$ cat src/rtl/point_cloud_stream_serializer_pkg.sv
// Shared constants, FSM state type and beat helpers for the point cloud
// stream serializer.
package pcs_pkg;

    localparam logic [15:0] HDR_MAGIC       = 16'hC10D;
    localparam int          BEAT_W          = 64;
    localparam int          BLOCK_W         = 512;
    localparam int          BEATS_PER_BLOCK = 8;

    typedef enum logic [1:0] {
        IDLE,
        HEADER,
        PAYLOAD,
        WAIT
    } pcs_state_e;

    // Beat k of a block, most significant beat first.
    function automatic logic [BEAT_W-1:0] block_beat(input logic [BLOCK_W-1:0] blk,
                                                     input logic [2:0]         k);
        return blk[(BLOCK_W - 1) - BEAT_W * int'(k) -: BEAT_W];
    endfunction

    // Frame header: magic, sequence number, blocks per frame, reserved zero.
    function automatic logic [BEAT_W-1:0] header_beat(input logic [15:0] seq,
                                                      input logic [15:0] bpf);
        return {HDR_MAGIC, seq, bpf, 16'h0000};
    endfunction

endpackage

$ cat src/rtl/point_cloud_stream_serializer_if.sv
// Block input (no backpressure) and 64-bit valid/ready output stream.
// slave is the serializer view, master the producer/sink view.
interface point_cloud_stream_serializer_if;
    import pcs_pkg::*;

    logic [BLOCK_W-1:0] in_data;
    logic               in_valid;
    logic [BEAT_W-1:0]  m_data;
    logic               m_valid;
    logic               m_ready;
    logic               m_last;

    modport master (
        output in_data, in_valid, m_ready,
        input  m_data, m_valid, m_last
    );

    modport slave (
        input  in_data, in_valid, m_ready,
        output m_data, m_valid, m_last
    );

endinterface

$ cat src/rtl/sync_fifo_512.sv
// Synchronous FIFO of 512-bit blocks. Exposes the head entry and the entry
// behind it so the consumer can pre-load the next block's first beat on the
// same edge that pops the current one. No fall-through: a write becomes
// visible one cycle later.
module sync_fifo_512
    import pcs_pkg::*;
#(
    parameter  int DEPTH = 4,
    localparam int PTR_W = $clog2(DEPTH),
    localparam int CNT_W = PTR_W + 1
) (
    input  logic               clk,
    input  logic               reset,
    input  logic               push,
    input  logic [BLOCK_W-1:0] wdata,
    input  logic               pop,
    output logic [BLOCK_W-1:0] head,
    output logic [BLOCK_W-1:0] head_next,
    output logic               full,
    output logic               empty,
    output logic [CNT_W-1:0]   count
);

    logic [BLOCK_W-1:0] mem_q [DEPTH];
    logic [PTR_W-1:0]   wr_ptr_q;
    logic [PTR_W-1:0]   rd_ptr_q;
    logic [PTR_W-1:0]   rd_ptr_nxt;
    logic [CNT_W-1:0]   count_q;

    assign rd_ptr_nxt = rd_ptr_q + PTR_W'(1);
    assign head       = mem_q[rd_ptr_q];
    assign head_next  = mem_q[rd_ptr_nxt];
    assign full       = (count_q == CNT_W'(DEPTH));
    assign empty      = (count_q == '0);
    assign count      = count_q;

    // Block storage; contents are don't-care until pointed at, so no reset.
    always_ff @(posedge clk) begin
        if (push) begin
            mem_q[wr_ptr_q] <= wdata;
        end
    end

    // Pointers and occupancy; depth is a power of two so pointers wrap freely.
    always_ff @(posedge clk) begin
        if (!reset) begin
            wr_ptr_q <= '0;
            rd_ptr_q <= '0;
            count_q  <= '0;
        end else begin
            if (push) begin
                wr_ptr_q <= wr_ptr_q + PTR_W'(1);
            end
            if (pop) begin
                rd_ptr_q <= rd_ptr_nxt;
            end
            case ({push, pop})
                2'b10:   count_q <= count_q + CNT_W'(1);
                2'b01:   count_q <= count_q - CNT_W'(1);
                default: count_q <= count_q;
            endcase
        end
    end

endmodule

$ cat src/rtl/point_cloud_stream_serializer.sv
// Buffers 512-bit encrypted blocks and emits them as framed 64-bit beats:
// one header beat per BLOCKS_PER_FRAME blocks, then eight beats per block,
// m_last on the final beat of the frame. All stream outputs come from flops,
// so next-cycle beat contents are chosen in the next-state logic.
module point_cloud_stream_serializer
    import pcs_pkg::*;
#(
    parameter int FIFO_DEPTH       = 4,
    parameter int BLOCKS_PER_FRAME = 8
) (
    input  logic                           clk,
    input  logic                           reset,
    point_cloud_stream_serializer_if.slave link,
    output logic                           overflow,
    output logic [15:0]                    frame_seq
);

    localparam int          CNT_W     = $clog2(FIFO_DEPTH) + 1;
    localparam logic [15:0] BPF_HDR   = 16'(BLOCKS_PER_FRAME);
    localparam logic [15:0] LAST_BLK  = 16'(BLOCKS_PER_FRAME - 1);
    localparam logic [2:0]  LAST_BEAT = 3'(BEATS_PER_BLOCK - 1);

    pcs_state_e         state_q,     state_d;
    logic [2:0]         beat_idx_q,  beat_idx_d;
    logic [15:0]        block_idx_q, block_idx_d;
    logic [15:0]        frame_seq_q, frame_seq_d;
    logic               overflow_q,  overflow_d;
    logic [BEAT_W-1:0]  m_data_q,    m_data_d;
    logic               m_valid_q,   m_valid_d;
    logic               m_last_q,    m_last_d;

    logic               accept;
    logic               fifo_push;
    logic               fifo_pop;
    logic               fifo_full;
    logic               fifo_empty;
    logic [CNT_W-1:0]   fifo_count;
    logic [BLOCK_W-1:0] fifo_head;
    logic [BLOCK_W-1:0] fifo_head_next;

    sync_fifo_512 #(
        .DEPTH (FIFO_DEPTH)
    ) u_fifo (
        .clk       (clk),
        .reset     (reset),
        .push      (fifo_push),
        .wdata     (link.in_data),
        .pop       (fifo_pop),
        .head      (fifo_head),
        .head_next (fifo_head_next),
        .full      (fifo_full),
        .empty     (fifo_empty),
        .count     (fifo_count)
    );

    assign accept = m_valid_q && link.m_ready;

    // A full FIFO still takes a block when the head leaves on the same edge.
    assign fifo_push  = link.in_valid && (!fifo_full || fifo_pop);
    assign overflow_d = overflow_q || (link.in_valid && fifo_full && !fifo_pop);

    // Framing FSM and selection of the next registered beat.
    always_comb begin
        state_d     = state_q;
        beat_idx_d  = beat_idx_q;
        block_idx_d = block_idx_q;
        frame_seq_d = frame_seq_q;
        m_valid_d   = m_valid_q;
        m_data_d    = m_data_q;
        m_last_d    = m_last_q;
        fifo_pop    = 1'b0;

        unique case (state_q)
            IDLE: begin
                if (!fifo_empty) begin
                    state_d   = HEADER;
                    m_valid_d = 1'b1;
                    m_data_d  = header_beat(frame_seq_q, BPF_HDR);
                    m_last_d  = 1'b0;
                end
            end
            HEADER: begin
                if (accept) begin
                    state_d    = PAYLOAD;
                    beat_idx_d = '0;
                    m_data_d   = block_beat(fifo_head, 3'd0);
                    m_last_d   = 1'b0;
                end
            end
            PAYLOAD: begin
                if (accept) begin
                    if (beat_idx_q != LAST_BEAT) begin
                        beat_idx_d = beat_idx_q + 3'd1;
                        m_data_d   = block_beat(fifo_head, beat_idx_d);
                        m_last_d   = (beat_idx_d == LAST_BEAT) && (block_idx_q == LAST_BLK);
                    end else begin
                        fifo_pop   = 1'b1;
                        beat_idx_d = '0;
                        m_last_d   = 1'b0;
                        if (block_idx_q == LAST_BLK) begin
                            frame_seq_d = frame_seq_q + 16'd1;
                            block_idx_d = '0;
                            state_d     = IDLE;
                            m_valid_d   = 1'b0;
                            m_data_d    = '0;
                        end else begin
                            block_idx_d = block_idx_q + 16'd1;
                            // Another stored block lets the next beat follow with no bubble.
                            if (fifo_count > CNT_W'(1)) begin
                                state_d  = PAYLOAD;
                                m_data_d = block_beat(fifo_head_next, 3'd0);
                            end else begin
                                state_d   = WAIT;
                                m_valid_d = 1'b0;
                                m_data_d  = '0;
                            end
                        end
                    end
                end
            end
            WAIT: begin
                if (!fifo_empty) begin
                    state_d   = PAYLOAD;
                    m_valid_d = 1'b1;
                    m_data_d  = block_beat(fifo_head, 3'd0);
                    m_last_d  = 1'b0;
                end
            end
            default: begin
                state_d = IDLE;
            end
        endcase
    end

    // Control state and registered stream outputs; reset abandons any frame.
    always_ff @(posedge clk) begin
        if (!reset) begin
            state_q     <= IDLE;
            beat_idx_q  <= '0;
            block_idx_q <= '0;
            frame_seq_q <= '0;
            overflow_q  <= 1'b0;
            m_valid_q   <= 1'b0;
            m_last_q    <= 1'b0;
            m_data_q    <= '0;
        end else begin
            state_q     <= state_d;
            beat_idx_q  <= beat_idx_d;
            block_idx_q <= block_idx_d;
            frame_seq_q <= frame_seq_d;
            overflow_q  <= overflow_d;
            m_valid_q   <= m_valid_d;
            m_last_q    <= m_last_d;
            m_data_q    <= m_data_d;
        end
    end

    assign link.m_data  = m_data_q;
    assign link.m_valid = m_valid_q;
    assign link.m_last  = m_last_q;
    assign overflow     = overflow_q;
    assign frame_seq    = frame_seq_q;

endmodule

$ cat src/flat_wrapper.sv
// flat-port wrapper written by rule: the top's interface ports become plain ports
module point_cloud_stream_serializer_flat import pcs_pkg::*;
#(
    parameter int FIFO_DEPTH       = 4,
    parameter int BLOCKS_PER_FRAME = 8
)
  (clk, reset, overflow, frame_seq, link_in_data, link_in_valid, link_m_ready, link_m_data, link_m_valid, link_m_last);
  point_cloud_stream_serializer_if link_i ();
  input  logic clk;
  input  logic reset;
  output logic overflow;
  output logic [15:0] frame_seq;
  input wire logic [$bits(link_i.in_data)-1:0] link_in_data;
  input wire logic [$bits(link_i.in_valid)-1:0] link_in_valid;
  input wire logic [$bits(link_i.m_ready)-1:0] link_m_ready;
  output wire logic [$bits(link_i.m_data)-1:0] link_m_data;
  output wire logic [$bits(link_i.m_valid)-1:0] link_m_valid;
  output wire logic [$bits(link_i.m_last)-1:0] link_m_last;
  assign link_i.in_data = link_in_data;
  assign link_i.in_valid = link_in_valid;
  assign link_i.m_ready = link_m_ready;
  assign link_m_data = link_i.m_data;
  assign link_m_valid = link_i.m_valid;
  assign link_m_last = link_i.m_last;
  point_cloud_stream_serializer #(.FIFO_DEPTH(FIFO_DEPTH), .BLOCKS_PER_FRAME(BLOCKS_PER_FRAME)) u_core (.clk(clk), .reset(reset), .link(link_i), .overflow(overflow), .frame_seq(frame_seq));
endmodule
$ cat config.mk
export PLATFORM = sky130hd
export DESIGN_NAME = point_cloud_stream_serializer_flat
export DESIGN_NICKNAME = d
export VERILOG_FILES = /design/src/rtl/point_cloud_stream_serializer_pkg.sv /design/src/rtl/point_cloud_stream_serializer_if.sv /design/src/rtl/sync_fifo_512.sv /design/src/rtl/point_cloud_stream_serializer.sv /design/src/flat_wrapper.sv
export SDC_FILE = /design/constraint.sdc
export NUM_CORES = 2
export LEC_CHECK = 0
export CORE_MARGIN = 4
export CORE_UTILIZATION = 63
export DETAILED_ROUTE_END_ITERATION = 16
export PLACE_DENSITY = 0.85
export REMOVE_ABC_BUFFERS = 1
export SLEW_MARGIN = 15
export SYNTH_ARGS = -nofsm -noshare
export SYNTH_HDL_FRONTEND = slang
export SYNTH_SLANG_ARGS = --single-unit
export TNS_END_PERCENT = 100
$ cat constraint.sdc
create_clock -name clk -period 30.2 [get_ports clk]
set_clock_uncertainty 0.15 [all_clocks]
set_input_delay 4.53 -clock clk [delete_from_list [all_inputs] [get_ports clk]]
set_output_delay 4.53 -clock clk [all_outputs]
set_load 0.005 [all_outputs]
# Word level (Yosys, flattened, before mapping)
# Memories as Yosys holds them, arrays and structs flattened. A register that Yosys moved wholly into a read port is not among the register bits.
# Cells that the tools add are included.
[totals]
memories = 1
in_bits = 516
register_bits = 111
ramBits = 2048
wordCells = 101
out_inout_bits = 83
[classes]
n_bitwise = 1
shifts = 1
n_addsub = 8
magnitude_cmp = 1
n_reduce_logical = 22
mux = 40
eq_ne = 16
[memory_table]
columns = ["memory", "words", "width", "read_ports", "rd_ports_with_merged_regs", "write_ports", "line_no", "text"]
rows = [
  ["u_core.u_fifo.mem_q", 4, 512, 2, 1, 1, "sync_fifo_512.sv:24", "logic [BLOCK_W-1:0] mem_q [DEPTH];"],
]
[op_table]
columns = ["operator", "n"]
rows = [
  ["$shiftx A575 B32 Y64", 1],
  ["$mux W64", 7],
  ["$pmux W64 S4", 1],
  ["$add A16 B1 Y16 const B", 2],
  ["$eq A16 B3 Y1 const B", 1],
  ["$mux W16", 1],
  ["$mux W2", 8],
  ["$mux W1", 15],
  ["$pmux W3 S2", 2],
  ["$reduce_and A5 Y1", 2],
  ["$sub A9 B9 Y10 const A", 1],
  ["$mux W3", 3],
  ["$reduce_and A3 Y1", 3],
  ["$ne A2 B2 Y1 const B", 4],
  ["$pmux W2 S4", 1],
  ["$reduce_and A4 Y1", 2],
  ["$add A3 B1 Y3 const B", 2],
  ["$eq A2 B2 Y1 const B", 3],
  ["$eq A3 B3 Y1 const B", 2],
  ["$reduce_bool A2 Y1", 3],
  ["$logic_and A1 B1 Y1", 5],
  ["$add A2 B1 Y2 const B", 2],
  ["$eq A2 B1 Y1 const B", 2],
  ["$ne A2 B1 Y1 const B", 2],
  ["12 further kinds", 14],
]

# Logic depth before layout (Yosys ltp)
[logic_depth]
word_depth = 8
mapped_depth = 12
mapped_depth_nobuf = 10

# Hierarchy
# Synthesis repeated with hierarchy kept, for this count alone.
[unflattened]
hier_cells = 4368
hier_area_um2 = 96037.1
[by_module_without_submodules]
columns = ["module", "seq_area_each_um2", "cells_per_inst", "area_per_inst_um2", "n_inst"]
rows = [
  ["sync_fifo_512", 61679.2, 3346, 86799.5, 1],
  ["point_cloud_stream_serializer", 2082.0, 1022, 9237.6, 1],
]

# Worst setup path after synthesis
# No wires, ideal clock.
[synth_timing]
path_type = "in2reg"
start = "in link_m_ready"
end = "mem u_core.u_fifo.mem_q[0][0] (enable)"
t_arrival_ns = 16.887
t_required_ns = 29.107
setup_ns = 0.943
slack_ns = 12.220
path_buffers = 1
cell_stages = 5
cell_sequence = "nand4_1 and3_1 nor2b_1 clkbuf_1 and2_1"
[synth_via]
elab_chain_len = 7
[synth_rtl]
columns = ["element", "line_no", "text"]
rows = [
  ["start: declaration", "flat_wrapper.sv:15", "input wire logic [$bits(link_i.m_ready)-1:0] link_m_ready;"],
  ["$logic_and A1 B1 Y1", "point_cloud_stream_serializer.sv:56", "assign accept = m_valid_q && link.m_ready;"],
  ["$mux W1", "point_cloud_stream_serializer.sv:91", "if (accept) begin"],
  ["$mux W1", "point_cloud_stream_serializer.sv:73", "unique case (state_q)"],
  ["$logic_or A1 B1 Y1", "point_cloud_stream_serializer.sv:59", "assign fifo_push = link.in_valid && (!fifo_full || fifo_pop);"],
  ["$logic_and A1 B1 Y1", "point_cloud_stream_serializer.sv:59", ""],
  ["$mux W1", "sync_fifo_512.sv:39", "if (push) begin"],
  ["$mux W1 (not written as such)", "sync_fifo_512.sv:40", "mem_q[wr_ptr_q] <= wdata;"],
  ["end: declaration", "sync_fifo_512.sv:24", ""],
]
# No other way between the ends.

# Worst setup path after layout
[layout_timing]
start = "in link_m_ready"
end = "mem u_core.u_fifo.mem_q[2][11] (enable)"
# The elaborated chain is that of the path after synthesis.

==> metrics.md <==
| Metric | Value |
|---|---|
| Synth Instances | 3985 |
| Worst setup EP type | flop |
| Drt pass-1 iters | 5 |
| # nets final | between 5k and 6k |
| Crit path arrival time | between 9 and 10 ns |
| Status | finished clean |
| Clock period minus worst slack | 8.90 ns |
| # rows | 133 |
| FFs w/ async S/R, synth | 0 |
| Syn Area/Cell | 21.2 um^2 |
| Required time of the critical path | 30.49 ns |
| R2r setup slk | 23.76 ns |
| VDD IR max | 0.0618 mV |
| Most frequent cells in the layout | 2048 x edfxtp_1, 598 x clkdlybuf4s50_1, 547 x mux4_2, 203 x clkbuf_16, 152 x a22oi_1 |
| Most common cell after layout, fill and taps aside | edfxtp_1 |
| Fin. Hold Viols | 0 |
| Register bit total from synthesis | 2161 |
| GP Congestion | 0.816 |
| Vias in the first global route | 47.6k |
| First-pass GRT wire length | 331 mm |
| Cts hold-fix bufs | 0 |
| Placed cell area | 92100 um^2 |
| Clk buf depth | 3 |
| Unrepaired setup endpoints after global routing | no |
| Power Total | 6.53 mW |
| Clock transition at path regs | 0.06 ns |
| Part of the power in registers | 0.538 |
| DRC | 0 |
| Grt total ovfl | 0 |
| Initial antenna violation count | 71 |
| Register area share after synthesis | 0.756 |
| Achievable Freq | 0.112 GHz |
| Layout cells sized above 1 | 0.206 |
| Comb pwr share | 0.081 |
| Vias per inst | a little over 7 |
| Post-synthesis cell area | 84300 um^2 |
| Postcts setup bufs | 0 |
| Top sig layer | met5 |
| 1st-iter DRT viols | between 6k and 7k |
| Startpoint types | primary input |
| Worst-Skew Late Latency | about 0.85 ns |
| Layout Cells excl Fill | 6607 |
| Maximum number of pins on one net before global-route repair | 154 |
| TritonCTS Buffers | 202 |
| Post-synth EDFFs | 2048 |
| Leakage | 30.5 nW |
| WL met1 | a little under 80 mm |
| Cell area power density | 66.1 nW/um^2 |
| Max FO, Critical Path | 73 |
| Worst hold slack | around 0.31 ns |
| Top-Level Pins | 599 |
| Tightest Pin Transition | 1.19 ns |
| Final setup fails | 0 |
| Vias | 46.5k |
| Post-DRT Antenna Nets | 0 |
| Starting Density | 0.637 |
| Wirelength per Cell | 35.0 um |
| Min-delay worst type | flop to flop |
| Cell area after layout | 98800 um^2 |
| Synth unique cells | 70 |
| Total GRT Usage | 0.329 |
| Max cap viols | 0 |
| Number of I/O port buffers | 598 |
| Switching share of total power | 0.229 |
| Clock share of power | 0.381 |
| CORE AREA | between 100000 and 150000 um^2 |
| Die area | ~140000 um^2 |
| Met3 routed WL | 28.7 mm |
| Post-CTS sizing | 0 |
| WS Path Type | primary input to flop |
| Slew Viols, Final | 0 |
| # clock sinks | 2161 |
| Root buffer cell | clkbuf_16 |
| Met2 wire length | 114 mm |
| Synth warnings | 0 |
| Die X | between 300 and 400 um |
| Int Pwr | ~5 mW |
| Area delta synth->final | 17.2% |
| Rel. slew slack | 0.207 |
| Total wire length | approximately 230 mm |
| Setup TNS | 0 ns |
| Cells after DPL | 6173 |
| Post-route clock period utilization | 0.295 |
| Switch Pwr | ~1.5 mW |
| DIE HEIGHT | 374 um |
| H-Tree Depth | 4 |
| Detail Placement HPWL | ~130 mm |
| CTS tree | yes |
| Synth Flop Type | edfxtp_1 |
## metrics by stage
step,setup slack (ns),utilization
floorplan,5.64,-
global placement,20.54,0.697
detailed placement,20.49,0.697
CTS,21.39,0.746
global route,21.11,0.747
finish,21.30,0.747
## worst max-delay path, stage by stage
cell,delay (ns)
clkdlybuf4s50_1,0.56
nand4_1,0.36
and3_1,0.36
nor2b_1,0.45
and2_4,0.89
buf_4,0.89
buf_4,0.98
## path summary, 6_finish.rpt
path | cells after the start | from | endpoint
max reg2reg | 8 | u_core.beat_idx_q[0] | u_core.u_fifo.mem_q[2][11]
max | 7 | link_m_ready | u_core.u_fifo.mem_q[2][11]
min | 2 | u_core.link.m_last | u_core.link.m_last
min reg2reg | 2 | u_core.link.m_last | u_core.link.m_last
## cells by family after synthesis
logic type,share of synthesized area
mux,0.156
xor+xnor,0.00343
flops,0.756
buf+inv,0.0156
fa+ha+maj,0.00282
simple gates,0.0218
compound gates,0.0439
## metal layers
metal | up-vias | GRT usage
li1 | 18300 | -
met1 | 23900 | 0.429
met2 | 3643 | 0.522
met3 | 620 | 0.0967
met4 | 38 | 0.153
met5 | - | 0
## synthesized netlist by cell type (4+ instances only)
cell type	instances	area (um^2)
xnor2_1	18	158
a211o_1	5	43.8
dfxtp_1	113	2260
buf_2	68	340
a211oi_1	22	165
o21ai_0	64	320
a31oi_1	13	81.3
a221oi_1	24	210
mux2_2	22	248
nor4_1	5	31.3
ha_1	19	238
edfxtp_1	2048	61500
nand2_1	110	413
nand3_1	68	340
nor2_1	68	255
a21oi_1	65	325
buf_6	21	236
a41oi_1	7	61.3
nand2b_1	6	37.5
and4_1	15	131
and2_1	7	43.8
a2111o_1	5	56.3
a32o_1	4	40.0
a32oi_1	20	175
xor2_1	15	131
a22oi_1	152	1140
inv_1	19	71.3
o211ai_1	24	180
nand4_1	19	119
o2111ai_1	11	96.3
a22o_1	46	403
nor3_1	14	70.1
buf_1	11	41.3
o21a_1	6	45.0
a311oi_1	6	52.6
nor2b_1	13	81.3
a221o_1	12	120
mux2i_1	63	631
o221ai_1	4	35.0
and3_1	24	150
clkbuf_1	121	454
mux4_2	547	12300
buf_4	21	158
## cell type report
cell class | count | area (um^2)
clock buffers | 279 | 5590
fillers | 6916 | 33500
clock inverters | 98 | 931
flip-flops and latches | 2161 | 63800
well taps | 1755 | 2200
repair buffers | 676 | 6680
inverters | 22 | 82.6
diodes | 56 | 140
multi-input cells | 1560 | 19400
## sequential cells by signal (all words and copies together), names as in the netlist, named ones only
| register | cells |
|---|---|
| u_core.u_fifo.wr_ptr_q | 2 |
| u_core.link.m_last | 1 |
| u_core.beat_idx_q | 3 |
| u_core.u_fifo.count | 3 |
| u_core.u_fifo.mem_q | 2048 |
| u_core.link.m_valid | 1 |
| u_core.u_fifo.rd_ptr_q | 2 |
| u_core.state_q | 2 |
| u_core.frame_seq | 16 |
| u_core.overflow | 1 |
| u_core.block_idx_q | 16 |
| u_core.link.m_data | 64 |
## power groups by stage
stage	logic [mW]	registers, mW	clock network [mW]
floorplan	0.223	3.62	0
global placement	0.500	3.55	0
detailed placement	0.515	3.57	0
CTS	0.526	3.51	2.51
global route	0.555	3.52	2.65
finish	0.532	3.51	2.49
Note: power is estimated with default switching activity, not from simulation.
